<file path="src/rtl/fp32_pkg.sv">
// Shared binary32 constants, square-unit state encoding and helpers for the FP library.
package fp32_pkg;

  localparam logic [31:0] FP32_QNAN = 32'h7FC00000;
  localparam logic [31:0] FP32_PINF = 32'h7F800000;
  localparam int          BIAS      = 127;

  typedef enum logic [1:0] {IDLE, MUL, ROUND, DONE} state_t;

  // Leading zeros of a 24-bit value; returns 24 for an all-zero input.
  function automatic logic [4:0] count_lz24(input logic [23:0] v);
    logic [4:0] n;
    logic       found;
    n     = 5'd24;
    found = 1'b0;
    for (int i = 23; i >= 0; i--) begin
      if (!found && v[i]) begin
        n     = 5'(23 - i);
        found = 1'b1;
      end
    end
    return n;
  endfunction

endpackage

</file>
<file path="src/rtl/fp32_round_pack.sv">
// Round-to-nearest-even and pack of a normalized mantissa with guard/sticky into binary32 (sign 0).
module fp32_round_pack
  import fp32_pkg::*;
(
  input  logic              [23:0] mant,
  input  logic                     guard,
  input  logic                     sticky,
  input  logic signed       [9:0]  exp_in,
  output logic              [31:0] result,
  output logic                     overflow,
  output logic                     underflow,
  output logic                     inexact
);

  logic [9:0]  sh;
  logic [50:0] wide;
  logic [23:0] m;
  logic        g;
  logic        s;
  logic        ru;
  logic [24:0] rnd;

  always_comb begin
    result    = '0;
    overflow  = 1'b0;
    underflow = 1'b0;
    inexact   = 1'b0;
    sh        = '0;
    wide      = '0;
    m         = mant;
    g         = guard;
    s         = sticky;
    ru        = 1'b0;
    rnd       = '0;
    if (exp_in >= 10'sd255) begin
      result   = FP32_PINF;
      overflow = 1'b1;
      inexact  = 1'b1;
    end else begin
      if (exp_in <= 10'sd0) begin
        // Denormalize; 26 places already pushes every mantissa bit into sticky.
        sh   = (exp_in <= -10'sd25) ? 10'd26 : $unsigned(10'sd1 - exp_in);
        wide = {mant, guard, 26'b0} >> sh;
        m    = wide[50:27];
        g    = wide[26];
        s    = sticky | (|wide[25:0]);
      end
      ru      = g & (m[0] | s);
      rnd     = {1'b0, m} + {24'b0, ru};
      inexact = g | s;
      if (exp_in <= 10'sd0) begin
        // A carry into bit 23 lands in the exponent field as min-normal.
        result    = {8'b0, rnd[23:0]};
        underflow = inexact;
      end else if (rnd[24]) begin
        if (exp_in == 10'sd254) begin
          result   = FP32_PINF;
          overflow = 1'b1;
        end else begin
          result = {1'b0, exp_in[7:0] + 8'd1, 23'b0};
        end
      end else begin
        result = {1'b0, exp_in[7:0], rnd[22:0]};
      end
    end
  end

endmodule

</file>
<file path="src/rtl/fp32_square_iter.sv">
// Iterative binary32 squarer: radix-2 shift-add mantissa product over 24 cycles, then one rounding cycle.
module fp32_square_iter
  import fp32_pkg::*;
(
  input  logic        clk,
  input  logic        rst,
  input  logic        in_valid,
  output logic        in_ready,
  input  logic [31:0] a,
  output logic        out_valid,
  input  logic        out_ready,
  output logic [31:0] y,
  output logic        exc_invalid,
  output logic        exc_divzero,
  output logic        exc_overflow,
  output logic        exc_underflow,
  output logic        exc_inexact
);

  state_t             state_q, state_d;
  logic        [23:0] mcand_q, mcand_d;
  logic signed [9:0]  exp_q, exp_d;
  logic        [47:0] acc_q, acc_d;
  logic        [4:0]  count_q, count_d;
  logic               is_nan_q, is_nan_d, quiet_q, quiet_d;
  logic               is_inf_q, is_inf_d, is_zero_q, is_zero_d;
  logic        [31:0] y_q, y_d;
  logic               inv_q, inv_d, ovf_q, ovf_d, unf_q, unf_d, inx_q, inx_d;
  logic               in_ready_q, in_ready_d, out_valid_q, out_valid_d;

  logic        [7:0]  a_exp;
  logic        [22:0] a_frac;
  logic        [4:0]  sub_lz;
  logic        [23:0] addend;
  logic        [24:0] sum;
  logic               p_hi;
  logic        [23:0] rp_mant;
  logic               rp_guard, rp_sticky;
  logic signed [9:0]  rp_exp;
  logic        [31:0] rp_result;
  logic               rp_ovf, rp_unf, rp_inx;
  logic               unused_sign;

  assign unused_sign = a[31];
  assign a_exp       = a[30:23];
  assign a_frac      = a[22:0];
  assign sub_lz      = count_lz24({1'b0, a_frac});

  assign addend = mcand_q[count_q] ? mcand_q : 24'd0;
  assign sum    = {1'b0, acc_q[47:24]} + {1'b0, addend};

  // Product sits in [1,4) with the binary point after bit 46.
  assign p_hi      = acc_q[47];
  assign rp_mant   = p_hi ? acc_q[47:24] : acc_q[46:23];
  assign rp_guard  = p_hi ? acc_q[23] : acc_q[22];
  assign rp_sticky = p_hi ? (|acc_q[22:0]) : (|acc_q[21:0]);
  assign rp_exp    = exp_q + exp_q + 10'(BIAS) + (p_hi ? 10'sd1 : 10'sd0);

  fp32_round_pack u_round_pack (
    .mant      (rp_mant),
    .guard     (rp_guard),
    .sticky    (rp_sticky),
    .exp_in    (rp_exp),
    .result    (rp_result),
    .overflow  (rp_ovf),
    .underflow (rp_unf),
    .inexact   (rp_inx)
  );

  always_comb begin
    state_d   = state_q;
    mcand_d   = mcand_q;
    exp_d     = exp_q;
    acc_d     = acc_q;
    count_d   = count_q;
    is_nan_d  = is_nan_q;
    quiet_d   = quiet_q;
    is_inf_d  = is_inf_q;
    is_zero_d = is_zero_q;
    y_d       = y_q;
    inv_d     = inv_q;
    ovf_d     = ovf_q;
    unf_d     = unf_q;
    inx_d     = inx_q;
    case (state_q)
      IDLE: begin
        if (in_valid) begin
          is_nan_d  = (&a_exp) && (|a_frac);
          quiet_d   = a_frac[22];
          is_inf_d  = (&a_exp) && !(|a_frac);
          is_zero_d = !(|a_exp) && !(|a_frac);
          if (a_exp == 8'd0) begin
            mcand_d = {1'b0, a_frac} << sub_lz;
            exp_d   = -10'sd126 - $signed({5'b0, sub_lz});
          end else begin
            mcand_d = {1'b1, a_frac};
            exp_d   = $signed({2'b0, a_exp}) - 10'(BIAS);
          end
          acc_d   = '0;
          count_d = '0;
          state_d = MUL;
        end
      end
      MUL: begin
        acc_d   = {sum, acc_q[23:1]};
        count_d = count_q + 5'd1;
        if (count_q == 5'd23) state_d = ROUND;
      end
      ROUND: begin
        y_d   = rp_result;
        inv_d = 1'b0;
        ovf_d = rp_ovf;
        unf_d = rp_unf;
        inx_d = rp_inx;
        if (is_nan_q || is_inf_q || is_zero_q) begin
          y_d   = is_nan_q ? FP32_QNAN : (is_inf_q ? FP32_PINF : 32'd0);
          inv_d = is_nan_q && !quiet_q;
          ovf_d = 1'b0;
          unf_d = 1'b0;
          inx_d = 1'b0;
        end
        state_d = DONE;
      end
      DONE: begin
        if (out_ready) state_d = IDLE;
      end
      default: state_d = IDLE;
    endcase
    in_ready_d  = (state_d == IDLE);
    out_valid_d = (state_d == DONE);
  end

  always_ff @(posedge clk or posedge rst) begin
    if (rst) begin
      state_q     <= IDLE;
      mcand_q     <= '0;
      exp_q       <= '0;
      acc_q       <= '0;
      count_q     <= '0;
      is_nan_q    <= 1'b0;
      quiet_q     <= 1'b0;
      is_inf_q    <= 1'b0;
      is_zero_q   <= 1'b0;
      y_q         <= '0;
      inv_q       <= 1'b0;
      ovf_q       <= 1'b0;
      unf_q       <= 1'b0;
      inx_q       <= 1'b0;
      in_ready_q  <= 1'b1;
      out_valid_q <= 1'b0;
    end else begin
      state_q     <= state_d;
      mcand_q     <= mcand_d;
      exp_q       <= exp_d;
      acc_q       <= acc_d;
      count_q     <= count_d;
      is_nan_q    <= is_nan_d;
      quiet_q     <= quiet_d;
      is_inf_q    <= is_inf_d;
      is_zero_q   <= is_zero_d;
      y_q         <= y_d;
      inv_q       <= inv_d;
      ovf_q       <= ovf_d;
      unf_q       <= unf_d;
      inx_q       <= inx_d;
      in_ready_q  <= in_ready_d;
      out_valid_q <= out_valid_d;
    end
  end

  assign in_ready      = in_ready_q;
  assign out_valid     = out_valid_q;
  assign y             = y_q;
  assign exc_invalid   = inv_q;
  assign exc_divzero   = 1'b0;
  assign exc_overflow  = ovf_q;
  assign exc_underflow = unf_q;
  assign exc_inexact   = inx_q;

endmodule

</file>
<file path="config.mk">
export PLATFORM = sky130hd
export DESIGN_NAME = fp32_square_iter
export DESIGN_NICKNAME = d
export VERILOG_FILES = /design/src/rtl/fp32_pkg.sv /design/src/rtl/fp32_round_pack.sv /design/src/rtl/fp32_square_iter.sv
export SDC_FILE = /design/constraint.sdc
export NUM_CORES = 1
export LEC_CHECK = 0
export BUFFER_PORTS_ARGS = -buffer_cell sky130_fd_sc_hd__buf_2
export CORE_MARGIN = 2
export CORE_UTILIZATION = 52
export DETAILED_ROUTE_END_ITERATION = 8
export PLACE_DENSITY = 0.68
export SYNTH_ARGS = -nofsm -noshare
export SYNTH_HDL_FRONTEND = slang
export SYNTH_SLANG_ARGS = --single-unit
</file>
<file path="constraint.sdc">
create_clock -name clk -period 7.8 [get_ports clk]
set_clock_uncertainty 0.15 [all_clocks]
set_input_delay 0.78 -clock clk [delete_from_list [all_inputs] [get_ports clk]]
set_output_delay 0.78 -clock clk [all_outputs]
set_load 0.01 [all_outputs]
</file>
# Yosys cells after proc, flatten, opt, wreduce, memory -nomap -nowiden
# Cells that the tools add are included.
# totals
register_bits	131
latchBits	0
mem_bits_rw	0
mem_bits_ro	0
in_bits	36
output_inout_bits	39
wordCells	195
memories	0
# classes
addsub	10
mul	0
div_mod_pow	0
order_cmp	4
eq_ne	7
n_shift	2
muxes	87
n_bitwise	4
n_reduce_logical	65
# op_table
operator	n
31-bit 2-to-1 mux	4
24-bit 2-to-1 mux	5
5-bit 2-to-1 mux	24
32-bit 2-to-1 mux	3
48-bit one-hot mux with 2 select lines	1
51-bit by 10-bit right shift with 51-bit output	1
48-bit 2-to-1 mux	1
23-bit OR reduction	2
1-bit 2-to-1 mux	41
1-bit logical AND	26
26-bit OR reduction	1
24-bit by 1-bit adder with 25-bit output	1
24-bit by 24-bit adder with 25-bit output	1
1-bit zero test	25
23-bit by 5-bit << shifter with 24-bit output	1
22-bit OR reduction	1
10-bit 2-to-1 mux	2
10-bit adder	1
10-bit by 2-bit adder with 10-bit output	1
10-bit by 8-bit adder with 10-bit output, second input constant	1
10-bit by 9-bit equality test with 1-bit output, second input constant	1
10-bit by 9-bit greater-or-equal comparator with 1-bit output, second input constant	1
10-bit by 1-bit less-or-equal comparator with 1-bit output, second input constant	1
10-bit by 6-bit less-or-equal comparator with 1-bit output, second input constant	1
other kinds (23)	32

# Logic depth before layout (Yosys ltp)
# Gate-level depths: netlist (run 1).
# depth
depth_word	69
depth_mapped	25
mapped_depth_nobuf	21

# Cells and area by module
# A second synthesis (run 1) with hierarchy kept.
# hier_totals
cells_unflattened	1664
area_unflattened_um2	13033.8
# by_module_without_submodules
module	n_inst	cells_per_inst	area_per_inst_um2	seq_area_each_um2
fp32_square_iter	1	976	8603.3	3254.4
fp32_round_pack	1	688	4430.5	0.0

# Worst setup path after synthesis (run 1)
# No wires, ideal clock.
# synth_timing
path_type	reg2reg
start	register acc_q[47]
end	register y_q[30], in the netlist y[30]
setup_time_ns	0.087
arrival_ns	5.891
required_time_ns	7.563
path_slack_ns	1.673
path_stages_with_launch	21
path_cell_list	dfrtp_1 -> buf_2 -> clkinv_1 -> clkbuf_1 -> clkbuf_1 -> ha_1 -> or4b_4 -> o311a_4 -> or4_4 -> mux2i_2 -> a32oi_2 -> o211a_1 -> or2_4 -> o22a_1 -> or4_4 -> or4b_4 -> nor2_4 -> buf_6 -> nand2_4 -> or4_1 -> o211ai_1
# synth_between
elab_chain_len	16
word_cells_on_any_way	29
# synth_rtl
item	line	source
from (decl)	fp32_square_iter.sv:23	logic [47:0] acc_q, acc_d;
from (signal assigned)	fp32_square_iter.sv:138	acc_q <= '0;
from (signal assigned)	fp32_square_iter.sv:155	acc_q <= acc_d;
1-bit 2-to-1 mux	fp32_square_iter.sv:57	assign rp_exp = exp_q + exp_q + 10'(BIAS) + (p_hi ? 10'sd1 : 10'sd0);
10-bit by 2-bit adder with 10-bit output	fp32_square_iter.sv:57	
2-bit by 10-bit subtractor with 10-bit output / 10-bit by 6-bit less-or-equal comparator with 1-bit output (equally long branches)	fp32_round_pack.sv:42	sh = (exp_in <= -10'sd25) ? 10'd26 : $unsigned(10'sd1 - exp_in);
10-bit 2-to-1 mux	fp32_round_pack.sv:42	
51-bit by 10-bit right shift with 51-bit output	fp32_round_pack.sv:43	wide = {mant, guard, 26'b0} >> sh;
26-bit OR reduction	fp32_round_pack.sv:46	s = sticky | (|wide[25:0]);
1-bit OR	fp32_round_pack.sv:46	
1-bit 2-to-1 mux	fp32_round_pack.sv:40	if (exp_in <= 10'sd0) begin
1-bit 2-to-1 mux	fp32_round_pack.sv:35	if (exp_in >= 10'sd255) begin
1-bit OR	fp32_round_pack.sv:48	ru = g & (m[0] | s);
1-bit bitwise AND	fp32_round_pack.sv:48	
24-bit by 1-bit adder with 25-bit output	fp32_round_pack.sv:49	rnd = {1'b0, m} + {24'b0, ru};
31-bit 2-to-1 mux	fp32_round_pack.sv:55	end else if (rnd[24]) begin
32-bit 2-to-1 mux	fp32_round_pack.sv:51	if (exp_in <= 10'sd0) begin
32-bit 2-to-1 mux *	fp32_round_pack.sv:35	
32-bit 2-to-1 mux *	fp32_square_iter.sv:115	if (is_nan_q || is_inf_q || is_zero_q) begin
to (signal assigned)	fp32_square_iter.sv:161	y_q <= y_d;
to (decl)	fp32_square_iter.sv:27	logic [31:0] y_q, y_d;
# Every way passes the cells marked *; elsewhere a longest branch is shown, timed or not. The select of a mux whose other input is x is not followed.
# A chain may end at the register's enable or synchronous reset.

# Final worst setup path (run 1)
# layout_timing
start	register exp_q[0]
end	register y_q[30], in the netlist y[30]
# layout_between
elab_chain_len	17
word_cells_on_any_way	27
# layout_rtl
item	line	source
from (decl)	fp32_square_iter.sv:22	logic signed [9:0] exp_q, exp_d;
from (signal assigned)	fp32_square_iter.sv:154	exp_q <= exp_d;
10-bit adder *	fp32_square_iter.sv:57	
10-bit by 8-bit adder with 10-bit output *	fp32_square_iter.sv:57	
10-bit by 2-bit adder with 10-bit output *	fp32_square_iter.sv:57	
2-bit by 10-bit subtractor with 10-bit output / 10-bit by 6-bit less-or-equal comparator with 1-bit output (equally long branches)	fp32_round_pack.sv:42	
10-bit 2-to-1 mux	fp32_round_pack.sv:42	
51-bit by 10-bit right shift with 51-bit output	fp32_round_pack.sv:43	
26-bit OR reduction	fp32_round_pack.sv:46	
1-bit OR	fp32_round_pack.sv:46	
1-bit 2-to-1 mux	fp32_round_pack.sv:40	
1-bit 2-to-1 mux	fp32_round_pack.sv:35	
1-bit OR	fp32_round_pack.sv:48	
1-bit bitwise AND	fp32_round_pack.sv:48	
24-bit by 1-bit adder with 25-bit output	fp32_round_pack.sv:49	
31-bit 2-to-1 mux	fp32_round_pack.sv:55	
32-bit 2-to-1 mux	fp32_round_pack.sv:51	
32-bit 2-to-1 mux *	fp32_round_pack.sv:35	
32-bit 2-to-1 mux *	fp32_square_iter.sv:115	
# Marked as above.

==> results of run 1 <==
-- registers in the layout (all words and copies together), names as in the netlist, 2 cells and up --
name / count
acc_q: 48
y: 31
exp_q: 9
state_q: 2
mcand_q: 24
count_q: 5
-- worst paths after layout --
check | start | to | slack [ns]
min | rst | acc_q[15]$_DFFE_PP0P_ | 0.32
max reg2reg | exp_q[0]$_DFFE_PP0P_ | y[30]$_DFFE_PP0N_ | 1.19
min reg2reg | quiet_q$_DFFE_PP0P_ | quiet_q$_DFFE_PP0P_ | 0.32
max in group asynchronous | rst | acc_q[47]$_DFFE_PP0P_ | 5.73
max | exp_q[0]$_DFFE_PP0P_ | y[30]$_DFFE_PP0N_ | 1.19
min in group clk | quiet_q$_DFFE_PP0P_ | quiet_q$_DFFE_PP0P_ | 0.32
-- per-layer routing --
layer | up-vias | part of all wire | track usage | wire length [µm]
li1 | 5907 | - | - | -
met1 | 5995 | 0.44 | 0.4487 | 17750
met2 | 511 | 0.47 | 0.5505 | 18720
met3 | 82 | 0.063 | 0.04154 | 2539
met4 | 0 | 0.026 | 0.1066 | 1054
met5 | - | 0 | 0 | 0
-- cell families (layout without fill, tap and decap cells) --
kind of cell,after synthesis,in the layout
other cells,1,2
flops,129,129
mux,68,68
fa+ha+maj,36,36
simple gates,632,632
buf+inv,154,174
xor+xnor,60,60
compound gates,502,502
-- through the flow --
stage	worst slack [ns]	instances	utilization	hold WS [ns]	cell area [µm²]
floorplan	1.673	1583	-	0.2912	12130
global placement	1.415	1884	0.5580	0.3090	12710
detailed placement	1.398	1884	0.5580	0.3123	12710
CTS	1.374	1916	0.5843	0.3273	13310
global route	0.7782	1916	0.5843	0.3637	13310
finish	1.194	1916	0.5843	0.3173	13310
-- cells in the final DEF (no fill, tap or decap), drive strengths merged, types with 17 or more instances in the layout --
cell type	count
nand3	71
a211oi	22
ha	35
o211ai	21
mux2i	52
o21ai	127
buf	108
clkbuf	17
a22o	19
xnor2	41
inv	38
o31ai	21
a31oi	28
o22ai	21
nor2	138
and2	18
a21oi	83
nand2	223
dfrtp	128
nor3	40
nor4	17
nor2b	39
xor2	19
-- area by class of cell --
type,instances,area [µm²]
Fill cell,2162,9469
Multi-Input combinational cell,1300,8325
Sequential cell,129,3231
Timing Repair Buffer,108,633.1
Clock buffer,17,425.4
Tap cell,313,391.6
Clock inverter,15,172.7
Inverter,34,130.1
==> impl_metrics.tcl, run 1 <==
set metrics [dict create \
    run_status "completed" \
    drv_cap 0 \
    setup_viol 0 \
    antenna_cells 0 \
    critPathTopFamily "compound AO/OA/AOI/OAI gates" \
    die_h_um 156.7 \
    synthFlopType "dfrtp_1" \
    rsz0062_at_grt "no" \
    clk_pin_slew_worst_paths_ns 0.07 \
    muxShareOfSynthArea 0.06553 \
    yosysWarningCount 0 \
    synthTopCellsByArea "dfrtp_1, nand2_1, o21ai_0" \
    via_per_inst 6.521 \
    grt_usage 0.3313 \
    finalCritPeriodShare 0.8469 \
    mappedNetlistArea_um2 12120 \
    avgSynthCellArea_um2 7.664 \
    critPathMaxFanout 15 \
    ctsHoldBuffers 0 \
    clk_latency_ns 0.42 \
    crit_cells 18 \
    tns_ns 0 \
    arrival_ns 6.79 \
    root_buffer "clkbuf_16" \
    cts_tree "done" \
    synth_top_area_frac 0.2642 \
    slew_headroom 0.3645 \
    synth-seq-cells 129 \
    wl_um 40060 \
    path_cells "inv_1 > ha_1 > inv_1 > ha_1 > clkinv_1 > a31oi_1 > a32o_1 > mux2i_1 > nand2_1 > o22ai_1 > a221oi_1 > a2111oi_2 > nand4_1 > buf_4 > nor2_4 > nand2_4 > or4_1 > o211ai_1" \
    required_ns 7.99 \
    dieWidth_um 156.7 \
    cp_num_buf_inv 4 \
    dieArea_um2 24550 \
    crit_path_start_kind "flop" \
    cts.htree.levels 4 \
    fin_nets 1662 \
    core_um2 22780 \
    first_pass_iters 6 \
    vias 12495 \
    synth_cell_types 97 \
    dp_hpwl_um 29470 \
    syn-instance-count 1582 \
    wire_per_inst_um 20.91 \
    timing.fmax_ghz 0.1514 \
    drc 0 \
    grt_pass1_vias 11816 \
    pin_count 75 \
    synth_edf_count 0 \
    yosysSeqAreaShare 0.2664 \
    antenna_found_initial 0 \
    hold_class "primary input to async pin" \
    min_period_ns 6.606 \
    yosys.area_share.simple 0.2514 \
    synthTopCellsByCount "nand2_1, nor2_1, dfrtp_1" \
    critPathCaptureType "flop" \
    place_congestion 0.9453 \
    drt_iter0_drc 1357 \
    grt_first_pass_wirelength_um 64830 \
    slowest_stage "ha_1" \
    cts.repair.resized 0 \
    tightestPinTransition_ns 0.9533 \
    synth-compound-area-share 0.2839 \
    final_antenna_net_count 0 \
    cts_setup_buffers 0 \
    synth-adder-area-share 0.03777 \
    hold_viol_final 0 \
    synthXorXnorAreaFrac 0.04334 \
    grt-ovfl-total 0 \
    synth_area_leader_cell "dfrtp_1" \
    finalMaxSlewViolations 0 \
    io_buffer_count 71 \
    cts.sinks 129 \
    ff2ff_path_depth 18 \
    layout-drive-gt1-share 0.1279 \
    synthArstFlopShare 1.000 \
    clockBufferDepth 2 \
    initial_core_util 0.5323 \
    grt_max_degree 75 \
    crit_type "flop to flop" \
    area_growth_pct 9.773 \
    rows 55 \
    slowest_delay_ns 0.67 \
    cts_buffers 17 \
    synth_most_common_cell "nand2_1" \
    synth_top_family_by_area "compound AO/OA/AOI/OAI gates" \
]
Power of run 1 is not shown: default switching activity piles up to over one toggle a cycle in this logic, so the estimate is an artifact.
==> run 2, diff against run 1 <==
--- a/config.mk
+++ b/config.mk
@@ -9,7 +9,7 @@
 export CORE_MARGIN = 2
 export CORE_UTILIZATION = 52
 export DETAILED_ROUTE_END_ITERATION = 8
-export PLACE_DENSITY = 0.68
+export PLACE_DENSITY = 0.71
 export SYNTH_ARGS = -nofsm -noshare
 export SYNTH_HDL_FRONTEND = slang
 export SYNTH_SLANG_ARGS = --single-unit
==> constraint.sdc (replaced) <==
create_clock -name clk -period 5.35 [get_ports clk]
set_clock_uncertainty 0.15 [all_clocks]
set_input_delay 0.535 -clock clk [delete_from_list [all_inputs] [get_ports clk]]
set_output_delay 0.535 -clock clk [all_outputs]
set_load 0.01 [all_outputs]
==> run 2 against run 1 <==
Effect of this change: global-route usage grew 1.6 points; via count grew 5.4%; hold slack lost 0.29 ns; final cell count grew 5.9%; flip-flop and latch count is the same; non-clock buffer count grew 114; utilization grew 4.9 points; first-iteration DRC count shrank 5.8%.
==> impl_metrics.tcl, run 2 (synthesis gave the netlist of run 1 again) <==
set metrics [dict create \
    cts.sinks 129 \
    die_h_um 156.7 \
    grt_use_met3 0.03545 \
    critPathMaxFanout 7 \
    cts_tree "done" \
    met1_usage 0.4558 \
    run_status "completed" \
    grt_max_degree 73 \
    slowest_delay_ns 0.49 \
    dieArea_um2 24550 \
    antenna_found_initial 0 \
    mostFrequentLayoutCell "nand2_1" \
    grt-ovfl-total 0 \
    arrival_ns 5.38 \
    mostFrequentLayoutCells "nand2_1, buf_4, nor2_1" \
    placedCellCount 1991 \
    place_congestion 0.9566 \
    hold_class "primary input to async pin" \
    finalCritPeriodShare 0.9686 \
    largest_register "acc_q" \
    wire_per_inst_um 20.78 \
    slowest_stage "or4_4" \
    first_pass_iters 6 \
    io_buffer_count 71 \
    required_ns 5.55 \
    grt_pass1_vias 12298 \
    final_antenna_net_count 0 \
    cts_buffers 17 \
    min_period_ns 5.182 \
    grt_usage 0.3475 \
    largest_reg_flops 48 \
    crit_type "flop to flop" \
    dieWidth_um 156.7 \
    fin_nets 1776 \
    dp_hpwl_um 32240 \
    path_cells "inv_2 > ha_4 > or4b_4 > o311a_4 > or4_4 > mux2i_4 > buf_4 > a32oi_2 > buf_4 > or3_1 > o32ai_1 > nand3b_1 > nor2_1 > or4b_4 > nor2_4 > nand2_4 > or4_1 > o211ai_1" \
    rows 55 \
    clockBufferDepth 2 \
    finalMaxSlewViolations 0 \
    final_cells 2030 \
    initial_core_util 0.5323 \
    vias 13164 \
    drv_cap 0 \
    grt_first_pass_wirelength_um 67190 \
    crit_path_start_kind "flop" \
    hold_viol_final 0 \
    pre_cts_ws_ns -0.002929 \
    drt_iter0_drc 1278 \
    drc 0 \
    wl_um 42190 \
    pin_count 75 \
    tightestPinTransition_ns 0.9026 \
    clk_latency_ns 0.43 \
    layout-drive-gt1-share 0.2050 \
    timing.final.ws_setup_ns 0.1681 \
    via_per_inst 6.485 \
    ctsHoldBuffers 0 \
    core_um2 22780 \
    critPathCaptureType "flop" \
    use_met2 0.5943 \
    clk_pin_slew_worst_paths_ns 0.07 \
    setup_viol 0 \
    area_growth_pct 18.98 \
    timing.fmax_ghz 0.1930 \
    slew_headroom 0.3983 \
    tns_ns 0 \
    grt.busiest_layer "met2" \
    root_buffer "clkbuf_16" \
    antenna_cells 0 \
    cts.htree.levels 4 \
]
## run 2: cell types whose count changed in the layout (fill, tap and decap cells not counted), moves of 4 or more
cell        delta
buf_4        +108
buf_12         +6
o21ai_0        -5
a221oi_1       -4
a221oi_2       +4
clkinvlp_4     +4
o21ai_1        +4
## run 2: timing repair
item | CTS | global route
setup buffers | 2 | 5
resized for setup | 3 | 35
pin swaps | 2 | 9
setup endpoints to repair | 4 | 37
## run 2: cell type report
class	instances	area [µm²]
timing repair buffer	222	1564
clock inverter	14	131.4
sequential	129	3232
fill	2015	8353
inverter	34	135.1
tap	313	391.6
multi-input combinational	1300	8532
clock buffer	18	439.2
## run 2: final timing paths
check | start | slack [ns] | to | cells past startpoint
worst min register to register | exc_invalid$_DFFE_PP0N_ | 0.32 | exc_invalid$_DFFE_PP0N_ | 2
max in group asynchronous | rst | 3.95 | count_q[0]$_DFFE_PP0P_ | 3
worst max-delay path | exp_q[0]$_DFFE_PP0P_ | 0.17 | y[30]$_DFFE_PP0N_ | 18
worst max register to register | exp_q[0]$_DFFE_PP0P_ | 0.17 | y[30]$_DFFE_PP0N_ | 18
min in group clk | a[30] | 0.21 | exp_q[8]$_DFFE_PP0P_ | 2
worst min-delay path | rst | 0.03 | y[30]$_DFFE_PP0N_ | 2
## run 2: critical path, delay by kind of cell, from the launching register on
kind / cells / cell delay, ns
compound gates: 4 / 0.96
fa+ha+maj: 1 / 0.16
buf+inv: 3 / 0.45
flops: 1 / 0.38
mux: 1 / 0.21
simple gates: 9 / 2.80
## run 2: per-stage QoR
step           instance area, µm²  hold slack (ns)  utilization
6_report                    14430          0.03075       0.6333
4_1_cts                     14230          0.04819       0.6246
2_1_floorplan               12210           0.2912            -
3_3_place_gp                13630           0.2944       0.5986
3_5_place_dp                13630           0.3119       0.5986
5_1_grt                     14430          0.09504       0.6333
## run 2: metal layers
layer	vias up	part of all wire
li1	6136	-
met1	6362	0.42
met2	571	0.48
met3	95	0.061
met4	0	0.034
met5	-	0
Power of run 2 is left out for the same reason.
==> run 3, diff against run 2 <==
--- a/config.mk
+++ b/config.mk
@@ -8,7 +8,9 @@
 export BUFFER_PORTS_ARGS = -buffer_cell sky130_fd_sc_hd__buf_2
 export CORE_MARGIN = 2
 export CORE_UTILIZATION = 52
+export CTS_CLUSTER_SIZE = 8
 export DETAILED_ROUTE_END_ITERATION = 8
+export MAX_ROUTING_LAYER = met4
 export PLACE_DENSITY = 0.71
 export SYNTH_ARGS = -nofsm -noshare
 export SYNTH_HDL_FRONTEND = slang
==> run 3 against run 2 <==
Effect of this change: routed wire length decreased by 1.8%; setup slack got worse by 0.050 ns; die area is the same; first-iteration DRC count decreased by 15%; final cell count down 0.44%; clock-buffer cell count up 1; sequential share of layout area barely moved; final area barely moved; non-clock buffer count down 8; utilization hardly changed; flip-flop and latch count is the same; hold slack improved by 0.053 ns.
==> impl_metrics.tcl, run 3 (synthesis gave the netlist of run 1 again) <==
set metrics [dict create \
    required_ns 5.55 \
    arrival_ns 5.43 \
    grt_usage 0.3495 \
    mostFrequentLayoutCells "nand2_1, buf_4, nor2_1" \
    finalCritPeriodShare 0.9779 \
    wl_um 41430 \
    min_period_ns 5.232 \
    critPathTopFamily "simple AND/OR/NAND/NOR gates" \
    crit_path_start_kind "flop" \
    clk_pin_slew_worst_paths_ns 0.06 \
    grt_max_degree 73 \
    antenna_found_initial 0 \
    placedCellCount 1985 \
    io_buffer_count 71 \
    timing.fmax_ghz 0.1911 \
    slowest_stage "or4b_4" \
    dieArea_um2 24550 \
    clockBufferDepth 2 \
    largest_register "acc_q" \
    rows 55 \
    drc 0 \
    largest_reg_flops 48 \
    grt_pass1_vias 12083 \
    initial_core_util 0.5323 \
    dieWidth_um 156.7 \
    vias 12961 \
    cp_num_buf_inv 3 \
    slowest_delay_ns 0.50 \
    run_status "completed" \
    crit_type "flop to flop" \
    root_buffer "clkbuf_16" \
    grt-ovfl-total 0 \
    area_growth_pct 18.95 \
    finalMaxSlewViolations 0 \
    via_per_inst 6.413 \
    slew_headroom 0.2775 \
    die_h_um 156.7 \
    pin_count 75 \
    place_congestion 1.042 \
    setup_viol 0 \
    cts_tree "done" \
    cts.htree.levels 4 \
    grt_first_pass_wirelength_um 65730 \
    postPlaceCellArea_um2 13550 \
    antenna_cells 0 \
    critPathMaxFanout 6 \
    path_cells "clkinv_4 > ha_4 > or4b_4 > o311a_4 > or4_4 > mux2i_4 > buf_4 > a32oi_4 > buf_4 > or3_1 > o32ai_1 > nand3b_1 > nor2_1 > or4b_4 > nor2_4 > nand2_4 > or4_1 > o211ai_1" \
    core_um2 22780 \
    wire_per_inst_um 20.50 \
    cts_buffers 17 \
    hold_viol_final 0 \
    postLayoutCellArea_um2 14420 \
    cts.sinks 129 \
    final_antenna_net_count 0 \
    fill_cells 2023 \
    critPathCaptureType "flop" \
    first_pass_iters 6 \
    tightestPinTransition_ns 1.084 \
    clk_latency_ns 0.43 \
    dp_hpwl_um 31240 \
    drv_cap 0 \
    hold_class "primary input to async pin" \
    final_cells 2021 \
    drt_iter0_drc 1081 \
    mostFrequentLayoutCell "nand2_1" \
    fin_nets 1768 \
    layout-drive-gt1-share 0.2037 \
]
==> run 3: final cells by class <==
type | count | area [µm²] | area share
multi-input cells | 1300 | 8583 | 0.5952
flip-flops and latches | 129 | 3232 | 0.2241
repair buffers | 214 | 1468 | 0.1018
clock buffers | 19 | 452.9 | 0.03141
well taps | 313 | 391.6 | 0.02716
clock inverters | 12 | 158.9 | 0.01102
inverters | 34 | 135.1 | 0.009370
==> run 3: final timing paths <==
path	from	end	slack, ns	cells after the start
setup / recovery	acc_q[47]$_DFFE_PP0P_	y[30]$_DFFE_PP0N_	0.12	18
hold / removal	rst	y[27]$_DFFE_PP0N_	0.08	2
setup reg to reg	acc_q[47]$_DFFE_PP0P_	y[30]$_DFFE_PP0N_	0.12	18
hold reg to reg	quiet_q$_DFFE_PP0P_	quiet_q$_DFFE_PP0P_	0.32	2
max in group asynchronous	rst	count_q[0]$_DFFE_PP0P_	3.88	3
min in group clk	a[30]	exp_q[8]$_DFFE_PP0P_	0.21	2
==> run 3: timing repair <==
item,CTS,global route
gates cloned,0,0
hold buffers,0,0
buffers inserted,0,6
pin swaps,0,9
endpoints found under the setup margin,13,38
gates resized for setup,4,45
==> run 3: stage by stage <==
stage | worst slack, ns | hold WS, ns | utilization | TNS [ns]
after floorplan | -0.2008 | 0.2912 | - | -0.6359
after global placement | -0.003973 | 0.2980 | 0.5949 | -0.003973
after detailed placement | -0.1893 | 0.3078 | 0.5949 | -0.3149
after CTS | 0.008866 | 0.1146 | 0.6220 | 0
after global routing | -0.1349 | 0.1615 | 0.6331 | -0.1460
final | 0.1180 | 0.08415 | 0.6331 | 0
==> run 3: per-layer routing <==
metal / vias up / part of all wire / track usage
li1: 6109 / - / -
met1: 6158 / 0.42 / 0.4396
met2: 576 / 0.47 / 0.5706
met3: 118 / 0.066 / 0.04652
met4: 0 / 0.039 / 0.1398
met5: - / 0 / -
==> run 3: worst reg2reg max path, cell delays in order (launching register included) <==
cell and delay [ns]:
dfrtp_2 0.44, clkinv_4 0.06, ha_4 0.15, or4b_4 0.47, o311a_4 0.32, or4_4 0.49, mux2i_4 0.25, buf_4 0.17
a32oi_4 0.08, buf_4 0.20, or3_1 0.43, o32ai_1 0.39, nand3b_1 0.11, nor2_1 0.09, or4b_4 0.50, nor2_4 0.23
nand2_4 0.06, or4_1 0.46, o211ai_1 0.09
Power of run 3 is left out for the same reason.
